<file path="src/rtl/ysyx_25030081_pkg.sv">
// Shared definitions for the NPC multi-cycle sequencer: FSM states and
// the RV32I major-opcode constants that the control path distinguishes.
package ysyx_25030081_pkg;

    typedef enum logic [3:0] {
        S_IDLE,
        S_FETCH,
        S_WAIT_I,
        S_DECODE,
        S_EXEC,
        S_MEM_REQ,
        S_MEM_WAIT,
        S_WB,
        S_HALT
    } state_t;

    localparam logic [6:0] OP_LUI    = 7'b0110111;
    localparam logic [6:0] OP_AUIPC  = 7'b0010111;
    localparam logic [6:0] OP_JAL    = 7'b1101111;
    localparam logic [6:0] OP_JALR   = 7'b1100111;
    localparam logic [6:0] OP_BRANCH = 7'b1100011;
    localparam logic [6:0] OP_LOAD   = 7'b0000011;
    localparam logic [6:0] OP_STORE  = 7'b0100011;
    localparam logic [6:0] OP_IMM    = 7'b0010011;
    localparam logic [6:0] OP_REG    = 7'b0110011;
    localparam logic [6:0] OP_SYSTEM = 7'b1110011;

    // ebreak is SYSTEM / funct3=PRIV / imm=1; ecall shares everything but imm
    localparam logic [2:0]  F3_PRIV    = 3'b000;
    localparam logic [11:0] EBREAK_IMM = 12'h001;

endpackage

</file>
<file path="src/rtl/ysyx_25030081_ctrl_if.sv">
// Instruction- and data-memory handshake bundle between the sequencer
// (master) and the memory side (slave).
interface ysyx_25030081_ctrl_if #(
    parameter int DATA_WIDTH = 32
);
    logic                  imem_req_valid;
    logic                  imem_req_ready;
    logic [DATA_WIDTH-1:0] imem_req_addr;
    logic                  imem_rsp_valid;
    logic [DATA_WIDTH-1:0] imem_rsp_data;

    logic                  dmem_req_valid;
    logic                  dmem_req_ready;
    logic                  dmem_req_we;
    logic                  dmem_rsp_valid;

    modport master (
        output imem_req_valid, imem_req_addr, dmem_req_valid, dmem_req_we,
        input  imem_req_ready, imem_rsp_valid, imem_rsp_data,
               dmem_req_ready, dmem_rsp_valid
    );

    modport slave (
        input  imem_req_valid, imem_req_addr, dmem_req_valid, dmem_req_we,
        output imem_req_ready, imem_rsp_valid, imem_rsp_data,
               dmem_req_ready, dmem_rsp_valid
    );
endinterface

</file>
<file path="src/rtl/ysyx_25030081_opclass.sv">
// Combinational instruction classifier: turns the decoder's opcode/funct3
// plus the I-immediate field into the few facts the sequencer acts on.
module ysyx_25030081_opclass
    import ysyx_25030081_pkg::*;
(
    input  logic [6:0]  i_opcode,
    input  logic [2:0]  i_funct3,
    input  logic [11:0] i_imm,
    output logic        o_is_legal,
    output logic        o_is_ebreak,
    output logic        o_is_load,
    output logic        o_is_store,
    output logic        o_writes_rd
);

    // Legal opcodes, and which of them produce a destination register value
    always_comb begin
        o_is_legal  = 1'b0;
        o_writes_rd = 1'b0;
        case (i_opcode)
            OP_LUI, OP_AUIPC, OP_JAL, OP_JALR, OP_LOAD, OP_IMM, OP_REG: begin
                o_is_legal  = 1'b1;
                o_writes_rd = 1'b1;
            end
            OP_BRANCH, OP_STORE: begin
                o_is_legal  = 1'b1;
            end
            default: ;
        endcase
    end

    // SYSTEM is never "legal" here; only the exact ebreak form halts cleanly
    assign o_is_ebreak = (i_opcode == OP_SYSTEM) && (i_funct3 == F3_PRIV) &&
                         (i_imm == EBREAK_IMM);
    assign o_is_load   = (i_opcode == OP_LOAD);
    assign o_is_store  = (i_opcode == OP_STORE);

endmodule

</file>
<file path="src/rtl/ysyx_25030081_ctrl.sv">
// NPC multi-cycle sequencer: one instruction at a time through
// fetch / decode / execute / memory / writeback. Owns PC, IR and the
// retired-instruction counter; all handshake outputs are Moore outputs.
module ysyx_25030081_ctrl
    import ysyx_25030081_pkg::*;
#(
    parameter int                    DATA_WIDTH = 32,
    parameter logic [DATA_WIDTH-1:0] RESET_PC   = 32'h8000_0000,
    parameter int                    CNT_WIDTH  = 32
) (
    input  logic                  clk,
    input  logic                  rst,
    ysyx_25030081_ctrl_if.master  mem,
    output logic [DATA_WIDTH-1:0] pc_o,
    output logic [DATA_WIDTH-1:0] ir_o,
    input  logic [6:0]            opcode_i,
    input  logic [2:0]            funct3_i,
    input  logic [DATA_WIDTH-1:0] pc_next_i,
    output logic                  exec_en,
    output logic                  rf_we,
    output logic                  halt,
    output logic                  illegal,
    output logic [CNT_WIDTH-1:0]  retired
);

    localparam logic [CNT_WIDTH-1:0] CNT_ONE = {{(CNT_WIDTH-1){1'b0}}, 1'b1};

    state_t                r_state;
    state_t                w_state_nxt;
    logic [DATA_WIDTH-1:0] r_pc;
    logic [DATA_WIDTH-1:0] r_ir;
    logic [CNT_WIDTH-1:0]  r_retired;
    logic                  r_illegal;

    logic w_is_legal;
    logic w_is_ebreak;
    logic w_is_load;
    logic w_is_store;
    logic w_writes_rd;
    logic w_misalign;
    logic w_ir_load;
    logic w_pc_load;
    logic w_set_illegal;

    ysyx_25030081_opclass u_opclass (
        .i_opcode    (opcode_i),
        .i_funct3    (funct3_i),
        .i_imm       (r_ir[31:20]),
        .o_is_legal  (w_is_legal),
        .o_is_ebreak (w_is_ebreak),
        .o_is_load   (w_is_load),
        .o_is_store  (w_is_store),
        .o_writes_rd (w_writes_rd)
    );

    // A next-PC that is not word aligned cannot be fetched; catch it in WB
    assign w_misalign = (pc_next_i[1:0] != 2'b00);

    // Next-state logic and state-decoded control outputs
    always_comb begin
        w_state_nxt        = r_state;
        w_ir_load          = 1'b0;
        w_pc_load          = 1'b0;
        w_set_illegal      = 1'b0;
        mem.imem_req_valid = 1'b0;
        mem.dmem_req_valid = 1'b0;
        mem.dmem_req_we    = 1'b0;
        exec_en            = 1'b0;
        rf_we              = 1'b0;
        case (r_state)
            S_IDLE: begin
                w_state_nxt = S_FETCH;
            end
            S_FETCH: begin
                // a response arriving here is stale and deliberately ignored
                mem.imem_req_valid = 1'b1;
                if (mem.imem_req_ready) w_state_nxt = S_WAIT_I;
            end
            S_WAIT_I: begin
                if (mem.imem_rsp_valid) begin
                    w_ir_load   = 1'b1;
                    w_state_nxt = S_DECODE;
                end
            end
            S_DECODE: begin
                if (w_is_legal) begin
                    w_state_nxt = S_EXEC;
                end else begin
                    w_state_nxt   = S_HALT;
                    w_set_illegal = !w_is_ebreak;
                end
            end
            S_EXEC: begin
                exec_en     = 1'b1;
                w_state_nxt = (w_is_load || w_is_store) ? S_MEM_REQ : S_WB;
            end
            S_MEM_REQ: begin
                mem.dmem_req_valid = 1'b1;
                mem.dmem_req_we    = w_is_store;
                if (mem.dmem_req_ready) w_state_nxt = S_MEM_WAIT;
            end
            S_MEM_WAIT: begin
                if (mem.dmem_rsp_valid) w_state_nxt = S_WB;
            end
            S_WB: begin
                // a bad next-PC aborts the instruction: no RF write, no retire
                if (w_misalign) begin
                    w_state_nxt   = S_HALT;
                    w_set_illegal = 1'b1;
                end else begin
                    rf_we       = w_writes_rd;
                    w_pc_load   = 1'b1;
                    w_state_nxt = S_FETCH;
                end
            end
            S_HALT: ;
            default: w_state_nxt = S_HALT;
        endcase
    end

    // State, PC, IR, retire counter and sticky cause; reset overrides all
    always_ff @(posedge clk) begin
        if (rst) begin
            r_state   <= S_IDLE;
            r_pc      <= RESET_PC;
            r_ir      <= '0;
            r_retired <= '0;
            r_illegal <= 1'b0;
        end else begin
            r_state <= w_state_nxt;
            if (w_ir_load) r_ir <= mem.imem_rsp_data;
            if (w_pc_load) begin
                r_pc      <= pc_next_i;
                r_retired <= r_retired + CNT_ONE;
            end
            if (w_set_illegal) r_illegal <= 1'b1;
        end
    end

    assign mem.imem_req_addr = r_pc;
    assign pc_o              = r_pc;
    assign ir_o              = r_ir;
    assign retired           = r_retired;
    assign illegal           = r_illegal;
    assign halt              = (r_state == S_HALT);

endmodule

</file>
<file path="src/flat_wrapper.sv">
// flat-port wrapper written by rule: the top's interface ports become plain ports
module ysyx_25030081_ctrl_flat import ysyx_25030081_pkg::*;
#(
    parameter int                    DATA_WIDTH = 32,
    parameter logic [DATA_WIDTH-1:0] RESET_PC   = 32'h8000_0000,
    parameter int                    CNT_WIDTH  = 32
)
  (clk, rst, pc_o, ir_o, opcode_i, funct3_i, pc_next_i, exec_en, rf_we, halt, illegal, retired, mem_imem_req_valid, mem_imem_req_addr, mem_dmem_req_valid, mem_dmem_req_we, mem_imem_req_ready, mem_imem_rsp_valid, mem_imem_rsp_data, mem_dmem_req_ready, mem_dmem_rsp_valid);
  ysyx_25030081_ctrl_if #(.DATA_WIDTH(DATA_WIDTH)) mem_i ();
  input  logic clk;
  input  logic rst;
  output logic [DATA_WIDTH-1:0] pc_o;
  output logic [DATA_WIDTH-1:0] ir_o;
  input  logic [6:0] opcode_i;
  input  logic [2:0] funct3_i;
  input  logic [DATA_WIDTH-1:0] pc_next_i;
  output logic exec_en;
  output logic rf_we;
  output logic halt;
  output logic illegal;
  output logic [CNT_WIDTH-1:0] retired;
  output wire logic [$bits(mem_i.imem_req_valid)-1:0] mem_imem_req_valid;
  output wire logic [$bits(mem_i.imem_req_addr)-1:0] mem_imem_req_addr;
  output wire logic [$bits(mem_i.dmem_req_valid)-1:0] mem_dmem_req_valid;
  output wire logic [$bits(mem_i.dmem_req_we)-1:0] mem_dmem_req_we;
  input wire logic [$bits(mem_i.imem_req_ready)-1:0] mem_imem_req_ready;
  input wire logic [$bits(mem_i.imem_rsp_valid)-1:0] mem_imem_rsp_valid;
  input wire logic [$bits(mem_i.imem_rsp_data)-1:0] mem_imem_rsp_data;
  input wire logic [$bits(mem_i.dmem_req_ready)-1:0] mem_dmem_req_ready;
  input wire logic [$bits(mem_i.dmem_rsp_valid)-1:0] mem_dmem_rsp_valid;
  assign mem_imem_req_valid = mem_i.imem_req_valid;
  assign mem_imem_req_addr = mem_i.imem_req_addr;
  assign mem_dmem_req_valid = mem_i.dmem_req_valid;
  assign mem_dmem_req_we = mem_i.dmem_req_we;
  assign mem_i.imem_req_ready = mem_imem_req_ready;
  assign mem_i.imem_rsp_valid = mem_imem_rsp_valid;
  assign mem_i.imem_rsp_data = mem_imem_rsp_data;
  assign mem_i.dmem_req_ready = mem_dmem_req_ready;
  assign mem_i.dmem_rsp_valid = mem_dmem_rsp_valid;
  ysyx_25030081_ctrl #(.DATA_WIDTH(DATA_WIDTH), .RESET_PC(RESET_PC), .CNT_WIDTH(CNT_WIDTH)) u_core (.clk(clk), .rst(rst), .mem(mem_i), .pc_o(pc_o), .ir_o(ir_o), .opcode_i(opcode_i), .funct3_i(funct3_i), .pc_next_i(pc_next_i), .exec_en(exec_en), .rf_we(rf_we), .halt(halt), .illegal(illegal), .retired(retired));
endmodule
</file>
<file path="config.mk">
export PLATFORM = sky130hd
export DESIGN_NAME = ysyx_25030081_ctrl_flat
export DESIGN_NICKNAME = d
export VERILOG_FILES = /design/src/rtl/ysyx_25030081_pkg.sv /design/src/rtl/ysyx_25030081_ctrl_if.sv /design/src/rtl/ysyx_25030081_opclass.sv /design/src/rtl/ysyx_25030081_ctrl.sv /design/src/flat_wrapper.sv
export SDC_FILE = /design/constraint.sdc
export NUM_CORES = 1
export LEC_CHECK = 0
export BUFFER_PORTS_ARGS = -buffer_cell sky130_fd_sc_hd__buf_2
export CAP_MARGIN = 20
export CELL_PAD_IN_SITES_DETAIL_PLACEMENT = 0
export CELL_PAD_IN_SITES_GLOBAL_PLACEMENT = 1
export CORE_ASPECT_RATIO = 0.8
export CORE_UTILIZATION = 32
export DETAILED_ROUTE_END_ITERATION = 16
export GPL_TIMING_DRIVEN = 0
export PLACE_DENSITY_LB_ADDON = 0.1
export RECOVER_POWER = 25
export SKIP_CTS_REPAIR_TIMING = 1
export SLEW_MARGIN = 30
export SYNTH_ARGS = -nofsm -noshare
export SYNTH_HDL_FRONTEND = slang
export SYNTH_SLANG_ARGS = --single-unit
</file>
<file path="constraint.sdc">
create_clock -name clk -period 2.65 [get_ports clk]
set_clock_uncertainty 0.15 [all_clocks]
set_input_delay 0.1325 -clock clk [delete_from_list [all_inputs] [get_ports clk]]
set_output_delay 0.1325 -clock clk [all_outputs]
set_load 0.03 [all_outputs]
</file>
After elaboration in Yosys (flattened, before gate mapping)
Cells that the tools add are included.
W data, S select, Z words.

word-level totals
  bits in latches = 0
  bits in read-only memories = 0
  RAM bits = 0
  word-level logic and storage cells = 63
  bits of input ports = 80
  output and inout port bits = 135
  memories = 0
  register bits after elaboration = 101

operators by class
  reductions and logical operators = 10
  mux-type cells = 23
  shift operators = 0
  multipliers = 0
  equal/unequal tests = 23
  bitwise operators = 1
  divide/modulo/power cells = 0
  order comparisons = 0
  add/subtract/negate cells = 1

operators with widths
  operator                 count
  $pmux W4 S9              1
  $add A32 B1 Y32 const B  1
  $eq A7 B7 Y1 const B     4
  $mux W4                  6
  $eq A7 B6 Y1 const B     3
  $eq A4 B3 Y1 const B     4
  $eq A7 B5 Y1 const B     2
  $mux W1                  14
  $eq A12 B1 Y1 const B    1
  $reduce_or A9 Y1         1
  $eq A4 B2 Y1 const B     2
  $ne A2 B2 Y1 const B     4
  $eq A7 B2 Y1 const B     1
  $reduce_or A7 Y1         1
  $reduce_and A5 Y1        1
  $eq A4 B1 Y1 const B     1
  $eq A4 B4 Y1 const B     1
  $logic_not A4 Y1         1
  $logic_not A3 Y1         1
  $logic_and A1 B1 Y1      2
  $mux W2                  1
  $pmux W1 S2              1
  $reduce_bool A2 Y1       1
  $logic_not A1 Y1         1
  other kinds (2)          2

Depth between registers and ports, before layout
Gate-level depths: netlist of run 1.

  word-level depth = 6
  mapped depth = 7
  gate-level depth less buffers = 5

By module
Synthesis of run 1 repeated with hierarchy kept, for this count alone.

unflattened totals
  cells, all modules = 572
  area total of the unflattened synthesis = 4493.1 um2

by module, submodules not included
  module                 instances  cells an instance  sequential area each (um2)  area each (um2)
  ysyx_25030081_ctrl     1          548                2021.9                      4352.9
  ysyx_25030081_opclass  1          24                 0.0                         140.1

Least setup slack after synthesis of run 1
No wires, ideal clock.

  path kind = reg2reg
  start point = register u_core.r_retired[5] (netlist: u_core.retired[5])
  end point = register u_core.r_retired[28] (netlist: u_core.retired[28])
  required time = 2.430 ns
  clock period less this slack = 2.272 ns
  path slack = 0.378 ns
  path buffers = 1
  cell stages (with the launch flop) = 7
  library setup time = 0.070 ns
  arrival time = 2.051 ns
  cells stage by stage = dfxtp_1 > and4_1 > nand3_2 > buf_6 > or3_4 > or4_1 > a21oi_1

between the ends
  cells in the longest elaborated chain, start to end = 1

ends and longest elaborated chain
  element                 RTL line                   text
  from (decl)             ysyx_25030081_ctrl.sv:32   logic [CNT_WIDTH-1:0] r_retired;
  from (signal assigned)  ysyx_25030081_ctrl.sv:134  r_retired <= r_retired + CNT_ONE;
  $add A32 B1 Y32         ysyx_25030081_ctrl.sv:134

No other way between the ends.
A chain may end at the register's enable or synchronous reset.

Worst setup path after layout of run 1
  start point = register u_core.r_state[3]
  end point = register u_core.r_retired[31] (netlist: u_core.retired[31])

between the ends
  cells in the longest elaborated chain, start to end = 2

ends and longest elaborated chain
  element                 RTL line                   text
  from (decl)             ysyx_25030081_ctrl.sv:28   state_t r_state;
  from (signal assigned)  ysyx_25030081_ctrl.sv:130  r_state <= w_state_nxt;
  $eq A4 B3 Y1            ysyx_25030081_ctrl.sv:70   case (r_state)
  $mux W1                 ysyx_25030081_ctrl.sv:70

No other way between the ends.

==> results.py, run 1 <==
metrics = {
    "timing": {
        "grt_setup_unrepaired": "false",
        "slew_headroom": 0.5812,
        "layout_worst_path_cycle_share": 0.8765,
        "slew_violations": 0,
        "fin_crit_ns": 2.323,
        "setup_tns_ns": 0,
        "hold_viol": 0,
        "max_freq_mhz": 430.5,
        "setup_viol": 0,
        "worst_slew_pin_slew_ns": 0.6224,
    },
    "drt": {
        "drt-total-wl_um": 13130,
        "wl_per_cell_um": 12.97,
        "drt_iter0_markers": 121,
        "final_antenna_net_count": 0,
        "drc": 0,
        "vias": 4634,
        "first_pass_iters": 4,
        "vias_per_cell": 4.579,
    },
    "clock_tree": {
        "htree_levels": 3,
        "cts_buffers": 9,
        "path_clk_slew_ns": 0.07,
        "root_buffer": "clkbuf_16",
        "clk_latency_ns": 0.34,
        "cts_buffer_depth": 2,
        "cts_tree": "done",
        "cts_sinks": 101,
    },
    "setup_path": {
        "crit_family": "simple AND/OR/NAND/NOR gates",
        "crit_top_cell": "or4_1",
        "slowest_stage": "or4_1",
        "critical_path_class": "reg2reg",
        "cp.arrival_ns": 2.44,
        "cp_max_fo": 9,
        "crit_chain": "buf_2 -> and4b_1 -> nand4_1 -> or4_1 -> or4_1 -> a21oi_1",
        "start_kind": "flip-flop",
        "cp-startpoint": "u_core.r_state[3]",
        "slowest_delay_ns": 0.50,
        "endpoint_kind": "flip-flop",
        "critical_path_buf_inv_count": 1,
        "cp_data_required_time_ns": 2.77,
        "crit-reg2reg-launch": "u_core.r_state[3]",
    },
    "outcome": {
        "status": "finished, final reports clean",
    },
    "yosys": {
        "synthSimpleGateAreaFrac": 0.2709,
        "synth_top_area_frac": 0.4633,
        "synthCells": 544,
        "yosys_warnings": 0,
        "synth.area.top_cells": "dfxtp_1, nand2_1, a21oi_1",
        "seq_area_frac_synth": 0.4633,
        "synthXorXnorAreaFrac": 0.04415,
        "avgSynthCellArea_um2": 8.022,
        "yosys.area_share.adder": 0.002867,
        "syn-num-nets": 625,
        "synthMuxAreaShare": 0.004587,
        "yosys.area.top_type": "dfxtp_1",
        "synth-edff-count": 0,
        "synth_area_um2": 4364,
        "synth_most_common_cell": "nand2_1",
        "synth_ff_type": "dfxtp_1",
        "synth_top_family_by_area": "simple AND/OR/NAND/NOR gates",
        "netlist_top_cells_count": "nand2_1, dfxtp_1, a21oi_1",
        "ys_ff_latch": 101,
        "synth-compound-area-share": 0.1164,
        "synth_cell_types": 43,
        "synthArstFlopShare": 0,
    },
    "layout": {
        "register_area_um2": 2022,
        "n_antenna_cell": 0,
        "multiInputGateArea_um2": 1916,
        "fin_nets": 913,
        "syn2layout_area_growth_pct": 49.68,
        "final_cell_area_um2": 6533,
        "nFillCells": 1329,
        "layout-drive-gt1-share": 0.2581,
    },
    "global_routing": {
        "grt_pass1_wl_um": 19900,
        "antenna_found_initial": 0,
        "grt_max_degree": 17,
        "gr-total-overflow": 0,
        "grt_usage": 0.1783,
        "grt_pass1_vias": 3939,
    },
    "floorplanning": {
        "die_area_um2": 14110,
        "io_pins": 215,
        "start_util": 0.3331,
        "die_w_um": 132.6,
        "die_h_um": 106.5,
        "rows": 37,
        "core_area_um2": 13100,
    },
    "power_and_ir_drop": {
        "p_leak_nw": 2.636,
        "power_mw": 3.334,
        "ir_drop_v": 0.0002832,
        "power.density_nw_per_um2": 510.4,
    },
    "worst_hold_path": {
        "hp-class": "in2reg",
        "hold_start": "pc_next_i[1]",
    },
    "placement": {
        "gp_congestion": 0.7775,
        "place_area_um2": 5654,
        "port-buffer-count": 214,
        "place.detailed.hpwl_um": 9598,
    },
    "job": {
        "cap_violations": 0,
    },
}
flip-flops by register name, indices dropped and copies added, names as in the netlist:
register                  flops
u_core.illegal                1
u_core.ir_o                  32
u_core.mem.imem_req_addr     32
u_core.r_state                4
u_core.retired               32
placed cells by master, fill, tap and decap left out, drive strengths merged, types with 3 or more instances in the layout:
| cell type | count |
|---|---|
| buf | 192 |
| nand2 | 140 |
| dfxtp | 101 |
| clkbuf | 100 |
| a21oi | 72 |
| dlygate4sd3 | 63 |
| nor2 | 31 |
| xnor2 | 20 |
| nor4 | 12 |
| nor3 | 11 |
| inv | 10 |
| nand3 | 9 |
| nand4 | 9 |
| or3 | 9 |
| o21ai | 7 |
| or4 | 5 |
| nor4b | 4 |
| o31ai | 4 |
| nor3b | 3 |
| nand4b | 3 |
| a211oi | 3 |
| and4 | 3 |
per-stage QoR:
stage	std cells	setup WS (ns)	hold slack, ns	utilization
finish	1012	0.3272	0.01290	0.4986
global route	1012	0.1517	0.01783	0.4986
CTS	949	0.2914	-0.1584	0.4561
detailed placement	933	0.3519	0.2029	0.4316
global placement	933	0.3921	0.1970	0.4316
floorplan	544	0.3782	0.1068	-
kinds of logic after synthesis:
logic type,after synthesis
DFF,101
muxes,2
adders and majority gates,1
xor gates and xnor gates,22
and+or+nand+nor,249
AOI/OAI and AO/OA,93
buffers and inverters,76
metal layers:
metal | GRT usage | wire [um]
met3 | 0.04101 | 672
met1 | 0.2312 | 6303
met4 | 0.04680 | 121
met5 | 0 | 0
met2 | 0.2970 | 6033
layout make-up:
type / instances / share of cell area
multi-input cells: 367 / 0.2932
inverters: 10 / 0.005746
plain buffers: 66 / 0.05957
well taps: 175 / 0.03352
repair buffers: 277 / 0.2492
flip-flops and latches: 101 / 0.3095
clock buffers: 12 / 0.04080
clock inverters: 4 / 0.008427
worst register-to-register path: cells and delay by family (launching register included):
kind                   cells  cell delay [ns]
flip-flops                 1             0.29
buffers and inverters      1             0.16
AND/OR/NAND/NOR            4             1.50
AO/OA/AOI/OAI              1             0.15
report_power, final:
part           leakage, nW  total (mW)  internal, mW  switching (mW)
Clock                0.155        1.39         0.813           0.576
Sequential           0.815        1.57          1.55          0.0211
Combinational         1.67       0.376         0.164           0.212
path summary, 6_finish.rpt:
path	endpoint	slack (ns)	cells after the start
max reg2reg	u_core.retired[31]	0.33	6
min reg2reg	u_core.ir_o[19]	0.30	2
min	u_core.mem.imem_req_addr[30]	0.01	4
max	u_core.retired[31]	0.33	6
Note: power is estimated with default switching activity, not from simulation.
==> run 2, diff against run 1 <==
--- a/config.mk
+++ b/config.mk
@@ -5,13 +5,13 @@
 export SDC_FILE = /design/constraint.sdc
 export NUM_CORES = 1
 export LEC_CHECK = 0
-export BUFFER_PORTS_ARGS = -buffer_cell sky130_fd_sc_hd__buf_2
 export CAP_MARGIN = 20
 export CELL_PAD_IN_SITES_DETAIL_PLACEMENT = 0
 export CELL_PAD_IN_SITES_GLOBAL_PLACEMENT = 1
 export CORE_ASPECT_RATIO = 0.8
-export CORE_UTILIZATION = 32
+export CORE_UTILIZATION = 44
 export DETAILED_ROUTE_END_ITERATION = 16
+export DONT_BUFFER_PORTS = 1
 export GPL_TIMING_DRIVEN = 0
 export PLACE_DENSITY_LB_ADDON = 0.1
 export RECOVER_POWER = 25
==> run 2 against run 1 <==
The flow now finishes with violations (hold timing). Largest power group unchanged. Flip-flop and latch count unchanged. Worst hold slack worse by 0.053 ns. Final cell count down 25%.
==> results.py, run 2 (synthesis results as in run 1) <==
metrics = {
    "outcome": {
        "violations": "hold timing",
        "status": "finished, violations left",
    },
    "global_routing": {
        "gr-total-overflow": 0,
        "grt_pass1_wl_um": 17480,
        "grt_pass1_vias": 3464,
        "grt_max_degree": 17,
        "antenna_found_initial": 0,
        "grt_usage": 0.2145,
    },
    "setup_path": {
        "critical_path_buf_inv_count": 1,
        "cp.arrival_ns": 2.21,
        "endpoint_kind": "output port",
        "cp_data_required_time_ns": 2.37,
        "critical_path_class": "reg2out",
        "slowest_stage": "nor3b_2",
        "crit_chain": "clkbuf_1 -> nor3b_2 -> and3_1",
        "slowest_delay_ns": 0.64,
        "cp_max_fo": 10,
        "crit_family": "simple AND/OR/NAND/NOR gates",
        "start_kind": "flip-flop",
    },
    "timing": {
        "fin_crit_ns": 2.497,
        "setup_tns_ns": 0,
        "worst_slack_ns": 0.1526,
        "max_freq_mhz": 400.4,
        "layout_worst_path_cycle_share": 0.9424,
        "setup_viol": 0,
        "worst_slew_pin_slew_ns": 0.9930,
        "slew_violations": 0,
        "holdWs_ns": -0.04041,
        "hold_viol": 4,
        "grt_setup_unrepaired": "false",
        "slew_headroom": 0.3329,
    },
    "power_and_ir_drop": {
        "clock_power_share": 0.425,
        "switchingPower_mw": 0.7816,
        "power_mw": 3.259,
        "power.density_nw_per_um2": 587.3,
        "comb_power_share": 0.077,
        "ir_drop_v": 0.0002893,
        "power_frac_seq": 0.498,
        "intPower_mw": 2.477,
        "p_sw_frac": 0.2399,
        "p_leak_nw": 1.855,
    },
    "layout": {
        "layout-drive-gt1-share": 0.1037,
        "nFillCells": 895,
        "final_cell_mix": "nand2_1, dfxtp_1, a21oi_1",
        "syn2layout_area_growth_pct": 27.15,
        "fin_nets": 703,
        "final_cell_area_um2": 5549,
        "final_common_cell": "nand2_1",
        "n_antenna_cell": 0,
        "utilization": 0.5751,
        "instances_no_fill": 763,
    },
    "drt": {
        "drc": 0,
        "drt_iter0_markers": 193,
        "vias": 3928,
        "wl_per_cell_um": 15.33,
        "vias_per_cell": 5.148,
        "first_pass_iters": 4,
        "drt-total-wl_um": 11700,
        "final_antenna_net_count": 0,
    },
    "placement": {
        "port-buffer-count": 0,
        "place_area_um2": 4557,
        "dp_cells": 680,
        "gp_congestion": 0.7347,
        "place.detailed.hpwl_um": 8070,
        "pre_cts_ws_ns": 0.2000,
    },
    "clock_tree": {
        "cts_buffer_depth": 2,
        "cts_sinks": 101,
        "path_clk_slew_ns": 0.07,
        "htree_levels": 3,
        "clk_latency_ns": 0.34,
        "cts_tree": "done",
        "root_buffer": "clkbuf_16",
        "cts_buffers": 9,
    },
    "floorplanning": {
        "start_util": 0.4523,
        "die_w_um": 113.3,
        "rows": 32,
        "io_pins": 215,
        "die_area_um2": 10320,
        "core_area_um2": 9649,
        "die_h_um": 91.08,
    },
    "job": {
        "cap_violations": 0,
    },
    "worst_hold_path": {
        "hp-class": "in2reg",
    },
}
==> run 2: power groups by stage <==
stage	clock network, mW	registers [mW]	logic (mW)
after CTS	1.42	1.62	0.174
after floorplan	0	1.65	0.128
after global placement	0	1.66	0.164
after detailed placement	0	1.66	0.173
final	1.39	1.62	0.251
after global routing	1.49	1.62	0.279
==> run 2: layer usage <==
| layer | wire, um | vias up | part of all wire | global-route usage |
|---|---|---|---|---|
| met5 | 0 | - | 0 | 0 |
| met2 | 5729 | 126 | 0.49 | 0.3691 |
| met3 | 639 | 15 | 0.055 | 0.05941 |
| met4 | 176 | 0 | 0.015 | 0.06360 |
| li1 | - | 1956 | - | - |
| met1 | 5150 | 1831 | 0.44 | 0.2599 |
==> run 2: layout make-up <==
cell class / count / area (um2) / area share
Sequential cell: 101 / 2022 / 0.3644
Multi-Input combinational cell: 367 / 1938 / 0.3493
Timing Repair Buffer: 67 / 670.6 / 0.1209
Buffer: 66 / 389.1 / 0.07012
Clock buffer: 12 / 266.5 / 0.04803
Tap cell: 136 / 170.2 / 0.03067
Clock inverter: 4 / 55.05 / 0.009921
Inverter: 10 / 37.54 / 0.006764
==> run 2: final timing paths <==
check	start	to	slack, ns	cells past startpoint
max reg2reg	u_core.retired[10]	u_core.retired[27]	0.20	6
min reg2reg	u_core.r_state[3]	u_core.r_state[0]	0.45	2
min	pc_next_i[0]	u_core.retired[2]	-0.04	4
max	u_core.r_state[0]	mem_dmem_req_we	0.15	3
==> run 2: worst min-delay path: cells and delay by family <==
family	cells	cell delay [ns]
AND/OR/NAND/NOR	3	0.23
XOR/XNOR	1	0.06
==> run 3, diff against run 2 <==
--- a/config.mk
+++ b/config.mk
@@ -19,4 +19,5 @@
 export SLEW_MARGIN = 30
 export SYNTH_ARGS = -nofsm -noshare
 export SYNTH_HDL_FRONTEND = slang
+export SYNTH_HIERARCHICAL = 1
 export SYNTH_SLANG_ARGS = --single-unit
==> run 3 against run 2 <==
The flow still finishes with violations (hold timing). Via count rose by 8.3%. Global-route usage increased by 1.2 points. Utilization is 1.1 points higher. Total power is 7.5% higher. Register-to-register slack lost 0.19 ns. Clock power shrank 12%. Combinational power grew 97%. Flip-flop and latch count unchanged. First-iteration DRC count up 15%. Sequential share of layout area shrank 1.0 points. Synthesized cell count grew 5.1%. Critical endpoint is now u_core/retired[25]. Largest cell class is now multi-input gates. Highest routed layer unchanged.
==> results.py, run 3 <==
metrics = {
    "setup_path": {
        "slowest_delay_ns": 0.53,
        "crit-reg2reg-launch": "u_core/r_state[2]",
        "endpoint_kind": "flip-flop",
        "critical_path_class": "reg2reg",
        "cp_data_required_time_ns": 2.70,
        "crit_top_cell": "buf_6",
        "critical_path_buf_inv_count": 4,
        "cp_max_fo": 10,
        "start_kind": "flip-flop",
        "endpoint": "u_core/retired[25]",
        "crit_family": "simple AND/OR/NAND/NOR gates",
        "r2r_slack_ns": 0.01,
        "slowest_stage": "or4_1",
        "rr_worst_depth": 8,
        "cp.arrival_ns": 2.69,
        "crit_chain": "or3b_4 -> buf_6 -> or4_1 -> buf_6 -> buf_6 -> buf_2 -> o31ai_1 -> a21oi_1",
        "crit_cells": 8,
        "reg2reg_to": "u_core/retired[25]",
        "cp-startpoint": "u_core/r_state[2]",
    },
    "floorplanning": {
        "start_util": 0.4599,
        "die_h_um": 92.39,
        "io_pins": 215,
        "die_area_um2": 10620,
        "die_w_um": 115.0,
        "core_area_um2": 9769,
        "rows": 32,
    },
    "global_routing": {
        "grt_max_degree": 16,
        "grt_pass1_wl_um": 18630,
        "grt_pass1_vias": 3659,
        "gr-total-overflow": 0,
        "grt_usage": 0.2267,
        "antenna_found_initial": 0,
    },
    "layout": {
        "n_antenna_cell": 0,
        "utilization": 0.5857,
        "instances_no_fill": 788,
        "fin_nets": 729,
        "final_cell_mix": "nand2_1, dfxtp_1, a21oi_1",
        "nFillCells": 929,
        "layout-drive-gt1-share": 0.1196,
        "syn2layout_area_growth_pct": 27.35,
        "final_common_cell": "nand2_1",
    },
    "drt": {
        "final_antenna_net_count": 0,
        "drt_iter0_markers": 221,
        "wl_met3_um": 1068,
        "vias": 4255,
        "drt-total-wl_um": 12670,
        "met1_length_um": 5087,
        "wl_per_cell_um": 16.07,
        "first_pass_iters": 4,
        "highest_layer": "met4",
        "drc": 0,
        "wl_met2_um": 6449,
        "vias_per_cell": 5.400,
    },
    "yosys": {
        "synth_top_family_by_area": "simple AND/OR/NAND/NOR gates",
        "synth-compound-area-share": 0.1395,
        "yosys_warnings": 6,
        "yosys.area.top_type": "dfxtp_1",
        "synthCells": 572,
        "avgSynthCellArea_um2": 7.855,
        "syn-num-nets": 653,
        "synth.area.top_cells": "dfxtp_1, nand2_1, a21oi_1",
        "synthXorXnorAreaFrac": 0.01365,
        "yosys.area_share.adder": 0.002785,
        "synthSimpleGateAreaFrac": 0.2827,
        "synth-edff-count": 0,
        "synth_area_um2": 4493,
        "seq_area_frac_synth": 0.4500,
        "synthMuxAreaShare": 0.01727,
        "synth_ff_type": "dfxtp_1",
        "ys_ff_latch": 101,
        "synth_cell_types": 43,
        "synth_most_common_cell": "nand2_1",
        "netlist_top_cells_count": "nand2_1, dfxtp_1, a21oi_1",
        "synth_top_area_frac": 0.4500,
        "synthArstFlopShare": 0,
    },
    "timing": {
        "worst_slew_pin_slew_ns": 0.8262,
        "grt_setup_unrepaired": "true",
        "layout_worst_path_cycle_share": 0.9948,
        "setup_viol": 0,
        "max_freq_mhz": 379.3,
        "fin_crit_ns": 2.636,
        "slew_violations": 0,
        "holdWs_ns": -0.03383,
        "slew_headroom": 0.4446,
        "hold_viol": 2,
    },
    "clock_tree": {
        "path_clk_slew_ns": 0.06,
        "root_buffer": "clkbuf_16",
        "cts_buffers": 9,
        "cts_tree": "done",
        "cts_sinks": 101,
        "cts_buffer_depth": 2,
        "htree_levels": 3,
        "clk_latency_ns": 0.34,
    },
    "placement": {
        "dp_cells": 708,
        "port-buffer-count": 0,
        "place.detailed.hpwl_um": 8972,
        "gp_congestion": 0.7441,
    },
    "power_and_ir_drop": {
        "p_leak_nw": 2.011,
        "power_frac_seq": 0.508,
        "intPower_mw": 2.473,
        "clock_power_share": 0.351,
        "ir_drop_v": 0.0004261,
        "power_mw": 3.505,
        "power.density_nw_per_um2": 612.5,
        "switchingPower_mw": 1.032,
        "p_sw_frac": 0.2944,
        "comb_power_share": 0.141,
    },
    "worst_hold_path": {
        "hp-class": "in2reg",
    },
    "outcome": {
        "violations": "hold timing",
        "status": "finished, violations left",
    },
    "job": {
        "cap_violations": 0,
    },
}
[run 3: cell count changes after synthesis, sizes merged, moves of 7 or more]
cell   delta
xnor2    -14
nor2      -7
nand4     +7
or4       +7
o31ai     +8
nor2b     +8
a21oi    +13
[run 3: worst reg2reg max path: cells and delay by family (launching register included)]
family	cells	cell delay, ns
simple gates	2	0.91
buf+inv	4	0.65
flops	1	0.34
compound gates	2	0.46
[run 3: worst min-delay path by stage]
stage                         startpoint                      endpoint  cells past startpoint
floorplan                  pc_next_i[31]  u_core/mem.imem_req_addr[31]                      2
global placement           pc_next_i[31]  u_core/mem.imem_req_addr[31]                      2
detailed placement  mem_imem_rsp_data[6]                u_core/ir_o[6]                      2
CTS                         pc_next_i[2]   u_core/mem.imem_req_addr[2]                      2
global route          mem_imem_rsp_valid               u_core/ir_o[29]                      3
finish                      pc_next_i[1]                u_core/illegal                      4
[run 3: final cells by class]
type	instances	area, um2	share of cell area
Clock inverter	4	23.77	0.004155
Sequential cell	101	2026	0.3540
Inverter	10	37.54	0.006560
Timing Repair Buffer	65	645.6	0.1128
Tap cell	136	170.2	0.02974
Buffer	68	401.6	0.07019
Multi-Input combinational cell	393	2165	0.3783
Clock buffer	11	252.7	0.04417
[run 3: cell families (layout without fill, tap and decap cells)]
logic type / after synthesis / after routing
AND/OR/NAND/NOR: 262 / 262
AO/OA/AOI/OAI: 116 / 116
flip-flops: 101 / 101
buffers and inverters: 78 / 158
XOR/XNOR: 7 / 7
multiplexers: 7 / 7
adder cells (fa/ha/maj): 1 / 1
[run 3: layer usage]
layer,global-route usage,up-vias
met1,0.2740,2025
met4,0.06818,0
met2,0.3695,142
li1,-,2084
met5,0,-
met3,0.08901,4
[run 3: power by group through the flow]
stage               Sequential [mW]  Clock (mW)  Combinational [mW]
floorplan                      1.79           0               0.326
CTS                            1.78        1.27               0.409
global placement               1.81           0               0.397
detailed placement             1.81           0               0.409
finish                         1.78        1.23               0.495
global route                   1.79        1.34               0.551
[run 3: through the flow]
stage | hold WS [ns] | area, um2 | setup slack (ns) | setup TNS (ns)
3_5_place_dp | 0.1248 | 4669 | -0.1207 | -0.3884
5_1_grt | 0.01629 | 5722 | -0.02035 | -0.03815
6_report | -0.03383 | 5722 | 0.01379 | 0
4_1_cts | -0.2404 | 4946 | -0.3968 | -0.7595
3_3_place_gp | 0.1133 | 4663 | -0.1164 | -0.3068
2_1_floorplan | 0.1067 | 4493 | 0.1544 | 0
